### src/rtl/cache_mem_arbiter_pkg.sv
// Shared cache definitions: line geometry defaults and the memory-arbiter state encoding.
package cache_mem_arbiter_pkg;

    localparam int unsigned CACHE_ADDR_W = 32;
    localparam int unsigned CACHE_LINE_W = 128;

    typedef enum logic [1:0] {
        ARB_IDLE   = 2'd0,
        ARB_ICACHE = 2'd1,
        ARB_DCACHE = 2'd2,
        ARB_DRAIN  = 2'd3
    } type_arb_states_e;

endpackage

### src/rtl/cache_mem_arbiter.sv
// Round-robin arbiter serialising icache fills and dcache allocates/write-backs onto
// the single main-memory line port; a withdrawn request is drained, never abandoned.
module cache_mem_arbiter
    import cache_mem_arbiter_pkg::*;
#(
    parameter int unsigned ADDR_W = CACHE_ADDR_W,
    parameter int unsigned LINE_W = CACHE_LINE_W
) (
    input  logic              clk_i,
    input  logic              rst_i,
    input  logic              icache2arb_req_i,
    input  logic [ADDR_W-1:0] icache2arb_addr_i,
    output logic              arb2icache_ack_o,
    output logic [LINE_W-1:0] arb2icache_data_o,
    input  logic              dcache2arb_req_i,
    input  logic              dcache2arb_wr_i,
    input  logic [ADDR_W-1:0] dcache2arb_addr_i,
    input  logic [LINE_W-1:0] dcache2arb_wdata_i,
    output logic              arb2dcache_ack_o,
    output logic [LINE_W-1:0] arb2dcache_data_o,
    output logic              arb2mem_req_o,
    output logic              arb2mem_wr_o,
    output logic [ADDR_W-1:0] arb2mem_addr_o,
    output logic [LINE_W-1:0] arb2mem_wdata_o,
    input  logic              mem2arb_ack_i,
    input  logic [LINE_W-1:0] mem2arb_rdata_i
);

    type_arb_states_e  state_ff, state_nxt;
    logic              last_dcache_ff, last_dcache_nxt;
    logic              owner_dcache_ff, owner_dcache_nxt;
    logic              mem_req_nxt, mem_wr_nxt;
    logic [ADDR_W-1:0] mem_addr_nxt;
    logic [LINE_W-1:0] mem_wdata_nxt;
    logic              owner_req;

    // Read data is a straight wire; consumers qualify it with their ack.
    assign arb2icache_data_o = mem2arb_rdata_i;
    assign arb2dcache_data_o = mem2arb_rdata_i;

    assign owner_req = owner_dcache_ff ? dcache2arb_req_i : icache2arb_req_i;

    always_ff @(posedge clk_i) begin
        if (rst_i) begin
            state_ff        <= ARB_IDLE;
            last_dcache_ff  <= 1'b0;
            owner_dcache_ff <= 1'b0;
            arb2mem_req_o   <= 1'b0;
            arb2mem_wr_o    <= 1'b0;
            arb2mem_addr_o  <= '0;
            arb2mem_wdata_o <= '0;
        end else begin
            state_ff        <= state_nxt;
            last_dcache_ff  <= last_dcache_nxt;
            owner_dcache_ff <= owner_dcache_nxt;
            arb2mem_req_o   <= mem_req_nxt;
            arb2mem_wr_o    <= mem_wr_nxt;
            arb2mem_addr_o  <= mem_addr_nxt;
            arb2mem_wdata_o <= mem_wdata_nxt;
        end
    end

    always_comb begin
        state_nxt        = state_ff;
        last_dcache_nxt  = last_dcache_ff;
        owner_dcache_nxt = owner_dcache_ff;
        mem_req_nxt      = arb2mem_req_o;
        mem_wr_nxt       = arb2mem_wr_o;
        mem_addr_nxt     = arb2mem_addr_o;
        mem_wdata_nxt    = arb2mem_wdata_o;
        arb2icache_ack_o = 1'b0;
        arb2dcache_ack_o = 1'b0;

        unique case (state_ff)
            ARB_IDLE: begin
                // On a tie the requester not served last wins.
                if (dcache2arb_req_i && (!icache2arb_req_i || !last_dcache_ff)) begin
                    state_nxt        = ARB_DCACHE;
                    owner_dcache_nxt = 1'b1;
                    mem_req_nxt      = 1'b1;
                    mem_wr_nxt       = dcache2arb_wr_i;
                    mem_addr_nxt     = dcache2arb_addr_i;
                    mem_wdata_nxt    = dcache2arb_wdata_i;
                end else if (icache2arb_req_i) begin
                    state_nxt        = ARB_ICACHE;
                    owner_dcache_nxt = 1'b0;
                    mem_req_nxt      = 1'b1;
                    mem_wr_nxt       = 1'b0;
                    mem_addr_nxt     = icache2arb_addr_i;
                    mem_wdata_nxt    = '0;
                end
            end
            ARB_ICACHE, ARB_DCACHE: begin
                if (mem2arb_ack_i) begin
                    arb2icache_ack_o = (state_ff == ARB_ICACHE);
                    arb2dcache_ack_o = (state_ff == ARB_DCACHE);
                    last_dcache_nxt  = owner_dcache_ff;
                    mem_req_nxt      = 1'b0;
                    state_nxt        = ARB_IDLE;
                end else if (!owner_req) begin
                    state_nxt = ARB_DRAIN;
                end
            end
            ARB_DRAIN: begin
                // Memory cannot be cancelled, so wait out the ack and swallow it.
                if (mem2arb_ack_i) begin
                    last_dcache_nxt = owner_dcache_ff;
                    mem_req_nxt     = 1'b0;
                    state_nxt       = ARB_IDLE;
                end
            end
            default: state_nxt = ARB_IDLE;
        endcase
    end

endmodule

### config.mk
export PLATFORM = sky130hd
export DESIGN_NAME = cache_mem_arbiter
export DESIGN_NICKNAME = d
export VERILOG_FILES = /design/src/rtl/cache_mem_arbiter_pkg.sv /design/src/rtl/cache_mem_arbiter.sv
export SDC_FILE = /design/constraint.sdc
export NUM_CORES = 1
export LEC_CHECK = 0
export CAP_MARGIN = 20
export CORE_AREA = 2 2 293 295
export DETAILED_ROUTE_END_ITERATION = 10
export DIE_AREA = 0 0 295 297
export PLACE_DENSITY_LB_ADDON = 0.12
export SETUP_SLACK_MARGIN = 0.02
export SLEW_MARGIN = 20
export SYNTH_ARGS = -nofsm -noshare
export SYNTH_HDL_FRONTEND = slang
export SYNTH_SLANG_ARGS = --single-unit
### constraint.sdc
create_clock -name clk_i -period 3.6 [get_ports clk_i]
set_input_delay 1.08 -clock clk_i [delete_from_list [all_inputs] [get_ports clk_i]]
set_output_delay 1.08 -clock clk_i [all_outputs]
set_load 0.05 [all_outputs]
== Yosys cells after proc, flatten, opt, wreduce, memory -nomap -nowiden ==
Cells that the tools add are included.
W data, S select, Z words.

* Equal/unequal tests: 7
* Muxes and demuxes: 22
* Reductions and logical operators: 12

{| class="wikitable"
|+ Operators by type and width
! cell !! number
|-
| $mux W128 || 2
|-
| $mux W32 || 2
|-
| $mux W1 || 11
|-
| $mux W2 || 5
|-
| $ne A3 B3 Y1 const B || 2
|-
| $pmux W2 S3 || 1
|-
| $reduce_and A2 Y1 || 3
|-
| $eq A2 B2 Y1 const B || 2
|-
| $reduce_and A3 Y1 || 1
|-
| $reduce_or A3 Y1 || 1
|-
| $eq A2 B1 Y1 const B || 1
|-
| $logic_not A1 Y1 || 2
|-
| $logic_not A2 Y1 || 1
|-
| $ne A2 B1 Y1 const B || 1
|-
| $ne A2 B2 Y1 const B || 1
|-
| $pmux W1 S2 || 1
|-
| $reduce_bool A2 Y1 || 1
|-
| $reduce_or A2 Y1 || 1
|-
| $logic_and A1 B1 Y1 || 1
|-
| $logic_or A1 B1 Y1 || 1
|}

* Flip-flop bits (word level): 166
* Input bits: 326
* Logic and storage cells: 48

== Depth between registers and ports, before layout ==
Gate-level depths: netlist of the first run.

* Word-level depth: 5
* Mapped depth: 8
* Depth with buffers taken out: 6

== Worst setup path before layout of the first run ==
No wires, ideal clock.

* Kind: input to output
* Start: input mem2arb_ack_i
* End: output arb2dcache_ack_o
* Data arrival time: 1.529 ns
* Required time: 2.520 ns
* Setup slack: 0.991 ns
* Stages: 1
* Path through: and3_1

* Cells in the longest elaborated chain, start to end: 2

{| class="wikitable"
|+ Ends and longest elaborated chain
! what !! RTL line !! RTL
|-
| from (decl) || cache_mem_arbiter.sv:25 || <nowiki>input logic mem2arb_ack_i,</nowiki>
|-
| $mux W1 || cache_mem_arbiter.sv:94 || <nowiki>if (mem2arb_ack_i) begin</nowiki>
|-
| $mux W1 || cache_mem_arbiter.sv:74 || <nowiki>unique case (state_ff)</nowiki>
|-
| to (decl) || cache_mem_arbiter.sv:19 || <nowiki>output logic arb2dcache_ack_o,</nowiki>
|}

Every way passes these cells.

== Worst setup path in the final report of the first run ==
Same ends and word-level chain as after synthesis.

==> results.md, run 1 <==
- The area fraction in compound gates after synthesis is 0.2029.
- The cell sitting at the root of the clock tree is a clkbuf_16.
- The die footprint is between 0.08 and 0.09 mm^2.
- The sequential element share of the synthesized area is 0.3922.
- Of the available clock period, the critical path in the final layout requires 0.8913.
- Of the cells placed in the final design, the portion with a size suffix greater than 1 is 0.1611.
- Measured against its own limit, the worst slew margin works out to 0.5832.
- The category of the worst setup path launch point is an input pin.
- Buffers inserted during clock tree synthesis total 17.
- Port buffering added between 300 and 400 buffers.
- The most area-hungry cell type in the Yosys netlist is dfxtp_1.
- In the routed layout, each cell is associated on average with a via count of 2.861.
- The antenna violation net count after detailed routing is 0.
- The power per cell area is 623.4 mW/mm^2.
- Setup repair after global routing left no endpoint under its margin.
- In this run the most critical hold path is launched from arb2mem_wdata_o[118].
- The signal on the critical path passes through clkdlybuf4s50_1, and3_1, buf_12.
- The number of pins with negative max-slew slack in the final report is 0.
- The post-synthesis instance total is approximately 870.
- The tool flagged a number of max-cap violations equal to 0.
- The routed length per placed instance is 15.09 um.
- The initial standard-cell utilization of the core is 0.1003.
- The final net count is approximately 1300.
- Among all stages on the critical path, the largest delay is contributed by clkdlybuf4s50_1.
- The half-perimeter wire length after placement is roughly 23000 um.
- Excluding fillers, the count of instances in the completed layout stands at 2106.
- The class of the worst hold path is reg -> reg.
- The core outline area is about 0.084 mm^2.
- Setup violations remaining at the end of the flow were counted as 0.
- The critical path endpoint category is a primary output.
- The count of cells resized by post-cts repair is 0.
- The clock latency of the later-clocked register in the worst-skew pair is a little over 0.5 ns.
- The most common cell in the synthesized netlist is buf_4.
- The final route contains roughly 6000 vias.
- The cell-internal power is between 4 and 5 mW.
- Of the total synthesized cell area, the portion taken by AND, OR, NAND and NOR gates is 0.08166.
- The switching part of the total power is 0.3980.
- The pre-antenna-repair detailed-routing pass consisted of 4 iterations.
- The area share of the leading cell type in the synthesized netlist is 0.3922.
- The run finished with clean final reports.
- Entering global routing, the biggest net connects 56 pins.
- The minimum period implied by the final worst setup slack is 3.209 ns.
- The final core utilization is 0.1442.
- The commonest cells after synthesis are 260 x buf_4, 166 x dfxtp_1, 156 x nor2_1.
- The count of flip-flops with a built-in enable after synthesis is 0.
- Of the total synthesized cell area, the portion taken by full adders, half adders and majority gates is 0.007383.
- Between clock sinks in the finished design, the worst skew comes to 0.02229 ns.
- The number of distinct standard cells referenced by the synthesized netlist is 26.
- TritonCTS built the clock tree.
- The clock share of power is 0.287.
- The routability congestion estimate from global placement is 0.6574.
- The number of rows created at floorplan is roughly 110.
- For the pin with the worst max-slew slack, the measured transition is 0.6233 ns.
- The yosys synthesis warning count is 0.
- The net switching power is roughly 3 mW.
- The cell count after placement is about 2100.
- The final number of hold-violating endpoints is 0.
- The maximum net fanout on the critical path is 6.
- The clock net in this run drives a total of between 150 and 200 sinks.
- In this run the vertical extent of the chip is 297 um.
- The launching element of the worst setup path is mem2arb_ack_i.
- The cts-stage hold buffer count is 0.
- 0 antenna diodes ended up in the layout.
- The clock passes through at most 2 buffers.
- The overall routed net length is ~32000 um.
- The share of total power dissipated in combinational logic is 0.413.
- The width of the die is 295 um.
- Sorting the synthesized cells by area gives the leading types as dfxtp_1 39%, buf_4 23%, a22oi_2 13%, nor2_1 6.9%, mux2i_1 4.3%.
- The leftover overflow at the end of global routing is 0.
- The leading register cell type out of synthesis is dfxtp_1.
- Once the clock tree was built, the setup fixing pass inserted 0 buffers.
- The longest individual stage delay on the worst path is 0.64 ns.
- The initial antenna violation count is 1.
- The worst setup path is of the in -> out kind.
- The critical register-to-register path startpoint is state_ff[1].
- The leakage component of the power is about 4.1 nW.
- Clock-pin slew was measured on the worst setup and hold paths at approximately 0.060 ns.
- The multiplexer area fraction after synthesis is 0.04253.
- The number of global-route vias before repair was approximately 6300.
- The netlist area before placement is 0.008473 mm^2.
- Pin placement for this block handled 746 I/O pins.
- At the worst endpoint, the required time is roughly 2.5 ns.
- In the synthesized netlist the async set-or-reset flop fraction comes to 0.
- The detailed router finished its first iteration with roughly 180 violations.
- The register bit count reported by yosys is about 170.
- The global-route wire length before repair is roughly 45000 um.
- In the global route stage, overall resource usage came out at 0.07156.
- Derived from the worst setup path, the maximum achievable clock frequency is roughly 0.31 GHz.
- Each instance of the synthesized netlist takes up on average 9.784 um^2.
- The area growth from synthesis to layout is 43.78%.
- The H-tree was split into 4 levels.
- After synthesis, the largest family of logic cells by area is buffers and inverters.
- Of the total power, registers draw 0.301.
- The critical path arrival is between 2 and 2.5 ns.
- Summed over all failing endpoints, the final setup total negative slack is 0 ns.
- For this run, design rule violations remaining after detail routing come to 0.
- Across the VDD grid, the largest voltage drop is approximately 0.37 mV.
- When the netlist entered floorplanning its net count stood at 1197.
- The area share of xor/xnor cells in the synthesized design is 0.
==> critical path, delay by kind of cell <==
kind                   cells  cell delay [ns]
buffers and inverters      2             0.79
AND/OR/NAND/NOR            1             0.26
==> cell families after synthesis <==
family / count (synthesis)
DFF: 166
and+or+nand+nor: 173
AOI/OAI and AO/OA: 169
adders and majority gates: 5
buffers and inverters: 317
muxes: 36
==> path summary, 6_finish.rpt <==
check / end / slack (ns) / depth (start not counted)
max: arb2dcache_ack_o / 0.39 / 3
min: arb2mem_wdata_o[118] / 0.50 / 2
max reg2reg: state_ff[0] / 1.74 / 6
min reg2reg: arb2mem_wdata_o[118] / 0.50 / 2
==> per-stage QoR <==
| stage | power, mW | hold WS [ns] | worst slack [ns] | cell area [um^2] |
|---|---|---|---|---|
| final | 7.595 | 0.4952 | 0.3913 | 12180 |
| after global routing | 8.048 | 0.5174 | 0.3361 | 12180 |
| after CTS | 7.858 | 0.5005 | 0.3819 | 12180 |
| after detailed placement | 5.538 | 0.4827 | 0.3915 | 11540 |
| after global placement | 5.560 | 0.4809 | 0.3907 | 11540 |
| after floorplan | 5.115 | 0.4849 | 0.9913 | 8473 |
==> layer usage <==
| metal | share of wire | up-vias | global-route usage |
|---|---|---|---|
| met2 | 0.43 | 367 | 0.1032 |
| met1 | 0.37 | 2705 | 0.07403 |
| met3 | 0.15 | 91 | 0.04954 |
| met4 | 0.045 | 2 | 0.04713 |
| li1 | - | 2860 | - |
| met5 | 0.00038 | - | 0.003326 |
==> sequential cells by signal (all words and copies together) (netlist names) <==
signal	count
state_ff	2
arb2mem_addr_o	32
arb2mem_req_o	1
owner_dcache_ff	1
arb2mem_wr_o	1
last_dcache_ff	1
arb2mem_wdata_o	128
==> power by group through the flow <==
stage / clock, mW / sequential, mW / combinational (mW)
2_1_floorplan: 0 / 3.24 / 1.87
3_3_place_gp: 0 / 2.32 / 3.24
3_5_place_dp: 0 / 2.32 / 3.22
4_1_cts: 2.35 / 2.29 / 3.22
5_1_grt: 2.38 / 2.32 / 3.35
6_report: 2.18 / 2.28 / 3.14
==> placed cells by master (no fill, tap or decap), drive strengths merged <==
master,n
a21boi,1
clkbuf,22
a211oi,34
ha,5
nor2,166
mux2i,36
nand2b,2
clkdlybuf4s50,358
inv,3
buf,22
clkinvlp,1
and2,2
and3,1
clkinv,2
nand2,1
o21ai,1
o21a,1
o221ai,1
or3b,1
dfxtp,166
a22oi,130
a21oi,1
bufinv,5
==> area by class of cell <==
class | count | area (um^2)
Timing Repair Buffer | 380 | 3915
Sequential cell | 166 | 3323
Multi-Input combinational cell | 383 | 2856
Inverter | 3 | 11.26
Fill cell | 9484 | 72290
Clock buffer | 22 | 474.2
Tap cell | 1144 | 1431
Clock inverter | 8 | 171.4
Note: power is estimated with default switching activity, not from simulation.
==> run 2, diff against run 1 <==
GPL_TIMING_DRIVEN = 0   (was default)
==> results.md, run 2 (synthesized netlist as in run 1, its figures left out) <==
- Of the total power, registers draw 0.265.
- The flow ran to the end, and the final reports show no timing, DRC or antenna violations.
- The library cells used most frequently in the layout, excluding fill and tap cells, are 614 x clkdlybuf4s50_1, 260 x buf_4, 166 x dfxtp_1.
- Entering global routing, the biggest net connects 17 pins.
- The via density per instance is 3.030.
- Setup repair after global routing left no endpoint under its margin.
- Buffers inserted during clock tree synthesis total 17.
- The count of cells resized by post-cts repair is 2.
- The highest-delay cell along the critical path is clkdlybuf4s50_1.
- The number of global-route vias before repair is between 8000 and 9000.
- TritonCTS built the clock tree.
- The root buffer selected by CTS is clkbuf_16.
- The class of the worst hold path is reg -> reg.
- The largest buffer count on any clock path is 2.
- For the pin with the worst max-slew slack, the measured transition is between 0.8 and 0.9 ns.
- The analysis attributes to cell leakage a power of 6.330 nW.
- The clock-pin slew of the registers on the worst-case setup and hold paths is ~0.080 ns.
- The worst setup path is launched from an input pin.
- For the finished layout, the period the worst path requires is roughly 3.5 ns.
- The die is approximately 300 um tall.
- After floorplanning, the core was divided into approximately 110 placement rows.
- The maximum net fanout on the critical path is 6.
- The initial standard-cell utilization of the core is 0.1003.
- STA puts the critical path data required time at ~2.5 ns.
- The largest registers in the layout are arb2mem_wdata_o: 128 flops, arb2mem_addr_o: 32 flops, state_ff: 2 flops.
- The switching part of the total power is 0.4327.
- The leftover overflow at the end of global routing is 0.
- At the worst endpoint, the arrival time is 2.41 ns.
- Leaving out filler cells and counting taps, the final layout contains 2660.
- Setup violations remaining at the end of the flow were counted as 0.
- The first global-routing pass estimated approximately 61000 um of wire.
- The overall via count from detail_route is around 8100.
- The core outline area is about 0.084 mm^2.
- The share of total power dissipated in the clock network is 0.240.
- The maximum achievable frequency is roughly 0.29 GHz.
- The most frequent standard cell in the layout excluding fill and tap cells is clkdlybuf4s50_1.
- The critical path class is in -> out.
- The total clock sinks is around 170.
- The post-route clock period utilization is 0.9684.
- STA classifies the critical path endpoint as a primary output.
- Headroom to the max-slew limit came out at 0.4200.
- The analysis attributes to net switching a power of approximately 3.7 mW.
- In this run, the number of DRC markers left after iteration 0 of detailed routing was between 200 and 250.
- The number of remaining DRC errors is 0.
- The global-route usage over all layers is 0.09670.
- The final core utilization is 0.1978.
- The final net count is about 1800.
- The routed design has 43490 um of wire.
- The share of total power dissipated in combinational logic is 0.495.
- The antenna violation net count after detailed routing is 0.
- The final number of hold-violating endpoints came to 0.
- After detailed routing, the average wire length per cell comes to roughly 16 um.
- The clock latency of the later-clocked register in the worst-skew pair is 0.48 ns.
- The top register by number of flip-flops is arb2mem_wdata_o.
- The floorplan step defined a die boundary enclosing ~0.088 mm^2.
- The worst clock skew is 0.009293 ns.
- The critical path contains buffers and inverters numbering 2 combined.
- The number of pins with negative max-slew slack in the final report came to 0.
- The maximum vdd drop is 0.3343 mV.
- The max-cap check violation count is 0.
- The initial antenna violation count was 5.
- The area growth from synthesis to layout is 97.18%.
- The number of flip-flops under the largest register name is around 130.
- The width of the die is roughly 300 um.
- After clock tree synthesis, the setup repair step added 0 buffers.
- The half-perimeter wire length after placement is between 30000 and 40000 um.
- Cell internal power was estimated by the tool at a little under 5 mW.
- The boundary pin count is around 750.
- The pre-antenna-repair detailed-routing pass consisted of 4 iterations.
- The critical path's top delay family is buffers and inverters.
- Once placement completed, the tool counted placed cells totaling 2626.
- The signal on the critical path passes through clkdlybuf4s50_1, and3_1, dlygate4sd2_1.
- The count of buffers added on input and output ports is slightly above 600.
- The routability congestion estimate from global placement is 0.7055.
- The power per cell area is 516.9 mW/mm^2.
- The longest individual stage delay on the worst path is 0.57 ns.
- After clock tree synthesis, the flow added hold-fix buffers numbering 0.
- The share of layout cells above drive strength 1 is 0.2763.
- The H-tree generated during clock tree synthesis spans 4 levels.
run 2: cell count changes in the layout (fill, tap and decap cells not counted), moves of 3 or more:
cell / delta
buf_4: +252
clkdlybuf4s50_1: +256
buf_8: +9
buf_2: +14
diode_2: +3
buf_12: -12
clkbuf_1: +25
run 2: layout make-up:
class,count,area (um^2)
Multi-Input combinational cell,383,2834
Tap cell,1144,1431
Sequential cell,166,3323
Clock buffer,21,460.4
Inverter,3,11.26
Timing Repair Buffer,616,6163
Clock inverter,10,170.2
Buffer,314,2306
Antenna cell,3,7.507
Fill cell,9324,67770
run 2: worst paths after layout:
kind	depth (start not counted)	slack (ns)	start	end
worst max register to register	7	1.02	state_ff[0]	arb2mem_wdata_o[116]
worst max-delay path	3	0.11	mem2arb_ack_i	arb2dcache_ack_o
worst min register to register	2	0.50	arb2mem_wdata_o[2]	arb2mem_wdata_o[2]
worst min-delay path	2	0.50	arb2mem_wdata_o[2]	arb2mem_wdata_o[2]
run 2: tightest hold or removal path, delay by kind of cell (launching register included):
family           cells  cell delay [ns]
AO/OA/AOI/OAI        1             0.06
flip-flops           1             0.33
AND/OR/NAND/NOR      1             0.08
run 2: routing by layer:
layer  vias to the layer above  GRT usage  part of all wire
li1                       3966          -                 -
met2                       350     0.1739              0.52
met1                      3709     0.1002              0.37
met3                        34    0.04438             0.098
met4                         2    0.02624             0.015
met5                         -          0           0.00025
run 2: power by group through the flow:
| stage | Clock [mW] | Sequential [mW] | Combinational (mW) |
|---|---|---|---|
| after floorplan | 0 | 3.24 | 1.87 |
| after global placement | 0 | 2.32 | 4.38 |
| after detailed placement | 0 | 2.33 | 4.38 |
| after CTS | 2.20 | 2.29 | 4.39 |
| after global routing | 2.25 | 2.32 | 4.54 |
| final | 2.07 | 2.29 | 4.28 |
run 2: stage by stage:
step                setup TNS [ns]  instance area, um^2  hold WS, ns  setup WS (ns)  power (mW)
floorplan                        0                 8473       0.4849         0.9913       5.115
global placement            -18.82                16070       0.4822        -0.2797       6.705
detailed placement          -26.43                16070       0.4827        -0.3605       6.708
CTS                              0                16700       0.5029        0.08525       8.880
global route                     0                16700       0.5238        0.02016       9.112
finish                           0                16710       0.4973         0.1138       8.636
==> run 3, diff against run 2 <==
==> constraint.sdc (replaced) <==
create_clock -name clk_i -period 3.6 [get_ports clk_i]
set_input_delay 0.72 -clock clk_i [delete_from_list [all_inputs] [get_ports clk_i]]
set_output_delay 0.72 -clock clk_i [all_outputs]
set_load 0.05 [all_outputs]
==> results.md, run 3 (synthesized netlist as in run 1, its figures left out) <==
- For the final routed database, the setup TNS stands at 0 ns.
- Detailed placement ended at an HPWL of around 36000 um.
- The setup violation total in the final timing report is 0.
- In this run the standard cell core region covers ~0.084 mm^2.
- The transition time at the pin with the least slew margin is ~0.87 ns.
- In the final layout, the share of cells above drive strength 1 is 0.2763.
- arb2mem_wdata_o holds more flip-flops than any other register.
- The startpoint identified for the worst hold timing path is arb2mem_wdata_o[2].
- The worst hold endpoint is arb2mem_wdata_o[2].
- Across the run, the number of max-cap violations was 0.
- The leakage component of the power is 6.320 nW.
- In this run the remaining antenna-violating nets after routing total 0.
- In this run the horizontal extent of the chip is ~300 um.
- In the layout the commonest cells are 616 x clkdlybuf4s50_1, 260 x buf_4, 166 x dfxtp_1.
- The critical path class is in -> out.
- CTS placed an instance of clkbuf_16 at the clock tree root.
- The class of the worst hold path is reg -> reg.
- The count of cells resized by post-cts repair is 0.
- The boundary pin count is 746.
- Subtracting the final worst setup slack from the clock period gives between 3 and 4 ns.
- The maximum vdd drop is approximately 0.33 mV.
- For this design the ratio of total power to cell area is 516.9 mW/mm^2.
- The initial utilization of the core area, before any placement, comes to 0.1003.
- The detailed-router iteration count before antenna repair is 4.
- Hold repair after CTS inserted 0 buffers.
- The die boundary height is roughly 300 um.
- The number of port buffers is 616.
- The floorplan step defined a die boundary enclosing slightly below 0.09 mm^2.
- TritonCTS built the clock tree.
- The final net count is roughly 1800.
- Of all nets on the critical path, the largest fanout is 6.
- The register with the most flip-flops in the layout has 128 of them.
- The number of rows created at floorplan is roughly 110.
- The finished layout holds 2660 standard cells, fillers aside.
- The worst reg2reg path endpoint is arb2mem_wdata_o[116].
- The number of buffers created by CTS is 17.
- The total overflow left after global routing is 0.
- Summing internal, switching and leakage power gives between 8 and 9 mW.
- The worst register-to-register path has a setup slack of between 1 and 1.5 ns.
- The final number of hold-violating endpoints came to 0.
- Entering global routing, the biggest net connects 17 pins.
- The via density per instance is 3.031.
- For this run, the top clock speed supported by timing is between 0.3 and 0.4 GHz.
- The critical path endpoint category is a primary output.
- Across the routed clock network, the largest skew measured is slightly above 0.009 ns.
- Setup repair after global routing left no endpoint under its margin.
- The final core utilization is 0.1978.
- The cell count after placement is roughly 2600.
- The routability congestion estimate from global placement is about 0.71.
- The cell depth of the worst min-delay path is 2.
- The clock drives ~170 sinks.
- For this run, design rule violations remaining after detail routing come to 0.
- The later pin in the worst-skew pair is clocked with a latency of about 0.48 ns.
- The global-route wire length before repair is roughly 60000 um.
- The largest registers in the layout are arb2mem_wdata_o: 128 flops, arb2mem_addr_o: 32 flops, state_ff: 2 flops.
- In this run the worst setup path begins at mem2arb_ack_i.
- The critical path arrival is 2.32 ns.
- Headroom to the max-slew limit came out at 0.4200.
- The overall routed net length is about 43000 um.
- The area growth from synthesis to layout is 97.21%.
- Once the clock tree was built, the setup fixing pass inserted 0 buffers.
- After clock tree synthesis, the clock-pin slew on the worst setup and hold paths is approximately 0.08 ns.
- STA classifies the critical path startpoint as an input pin.
- The run finished with clean final reports.
- The library cell used most frequently in the layout, excluding fill and tap cells, is clkdlybuf4s50_1.
- The DRC violation total after the first TritonRoute iteration is 217.
- The critical register-to-register path startpoint is state_ff[0].
- The number of pins with negative max-slew slack in the final report was 0.
- The routed length per placed instance is 16.35 um.
- The H-tree depth is 4.
- Detailed routing inserted a total of roughly 8100 vias.
- Final hold analysis gives a worst-case slack of a little under 0.5 ns.
- The initial antenna violation count was 5.
- For the worst flop-to-flop path, the logic depth is 7.
- For the worst setup path, the data required time is around 2.9 ns.
- In the global route stage, overall resource usage came out at 0.09670.
- In the finished design, the share of the clock period the worst path needs comes to 0.8458.
- The number of global-route vias before repair is 8503.
- The clock passes through at most 2 buffers.
[run 3: cell count changes in the layout (fill, tap and decap cells not counted)]
cell / change
clkdlybuf4s50_1: +2
dlygate4sd2_1: -2
[run 3: worst max-delay path by stage]
stage,to,slack (ns)
finish,arb2dcache_ack_o,0.56
floorplan,arb2mem_wdata_o[81],1.69
CTS,arb2dcache_ack_o,0.53
global placement,arb2mem_wdata_o[107],0.08
global route,arb2dcache_ack_o,0.44
detailed placement,arb2mem_wdata_o[115],-0.0005
[run 3: final cells by class]
| cell class | count | area, um^2 |
|---|---|---|
| Sequential cell | 166 | 3323 |
| Tap cell | 1144 | 1431 |
| Multi-Input combinational cell | 383 | 2834 |
| Inverter | 3 | 11.26 |
| Buffer | 314 | 2306 |
| Timing Repair Buffer | 616 | 6166 |
| Fill cell | 9326 | 67770 |
| Clock buffer | 21 | 460.4 |
| Clock inverter | 10 | 170.2 |
| Antenna cell | 3 | 7.507 |
[run 3: metrics by stage]
stage,cell area (um^2),setup WS (ns)
after CTS,16700,0.5270
after global placement,16070,0.08031
after detailed placement,16070,-0.0004903
after global routing,16700,0.4404
final,16710,0.5550
after floorplan,8473,1.689
[run 3: power breakdown]
group / internal (mW) / total (mW) / leakage, nW / switching (mW)
combinational: 1.58 / 4.28 / 4.66 / 2.70
clock: 1.20 / 2.07 / 0.300 / 0.873
sequential: 2.12 / 2.29 / 1.36 / 0.169
[run 3: routing by layer]
layer / GRT usage / wire length (um) / part of all wire
met4: 0.02624 / 669 / 0.015
met3: 0.04438 / 4262 / 0.098
met1: 0.1002 / 16090 / 0.37
met5: 0 / 11 / 0.00025
met2: 0.1739 / 22460 / 0.52
[run 3: worst max-delay path: stages]
cell and delay (ns):
clkdlybuf4s50_1 0.57, and3_1 0.19, clkdlybuf4s50_1 0.84
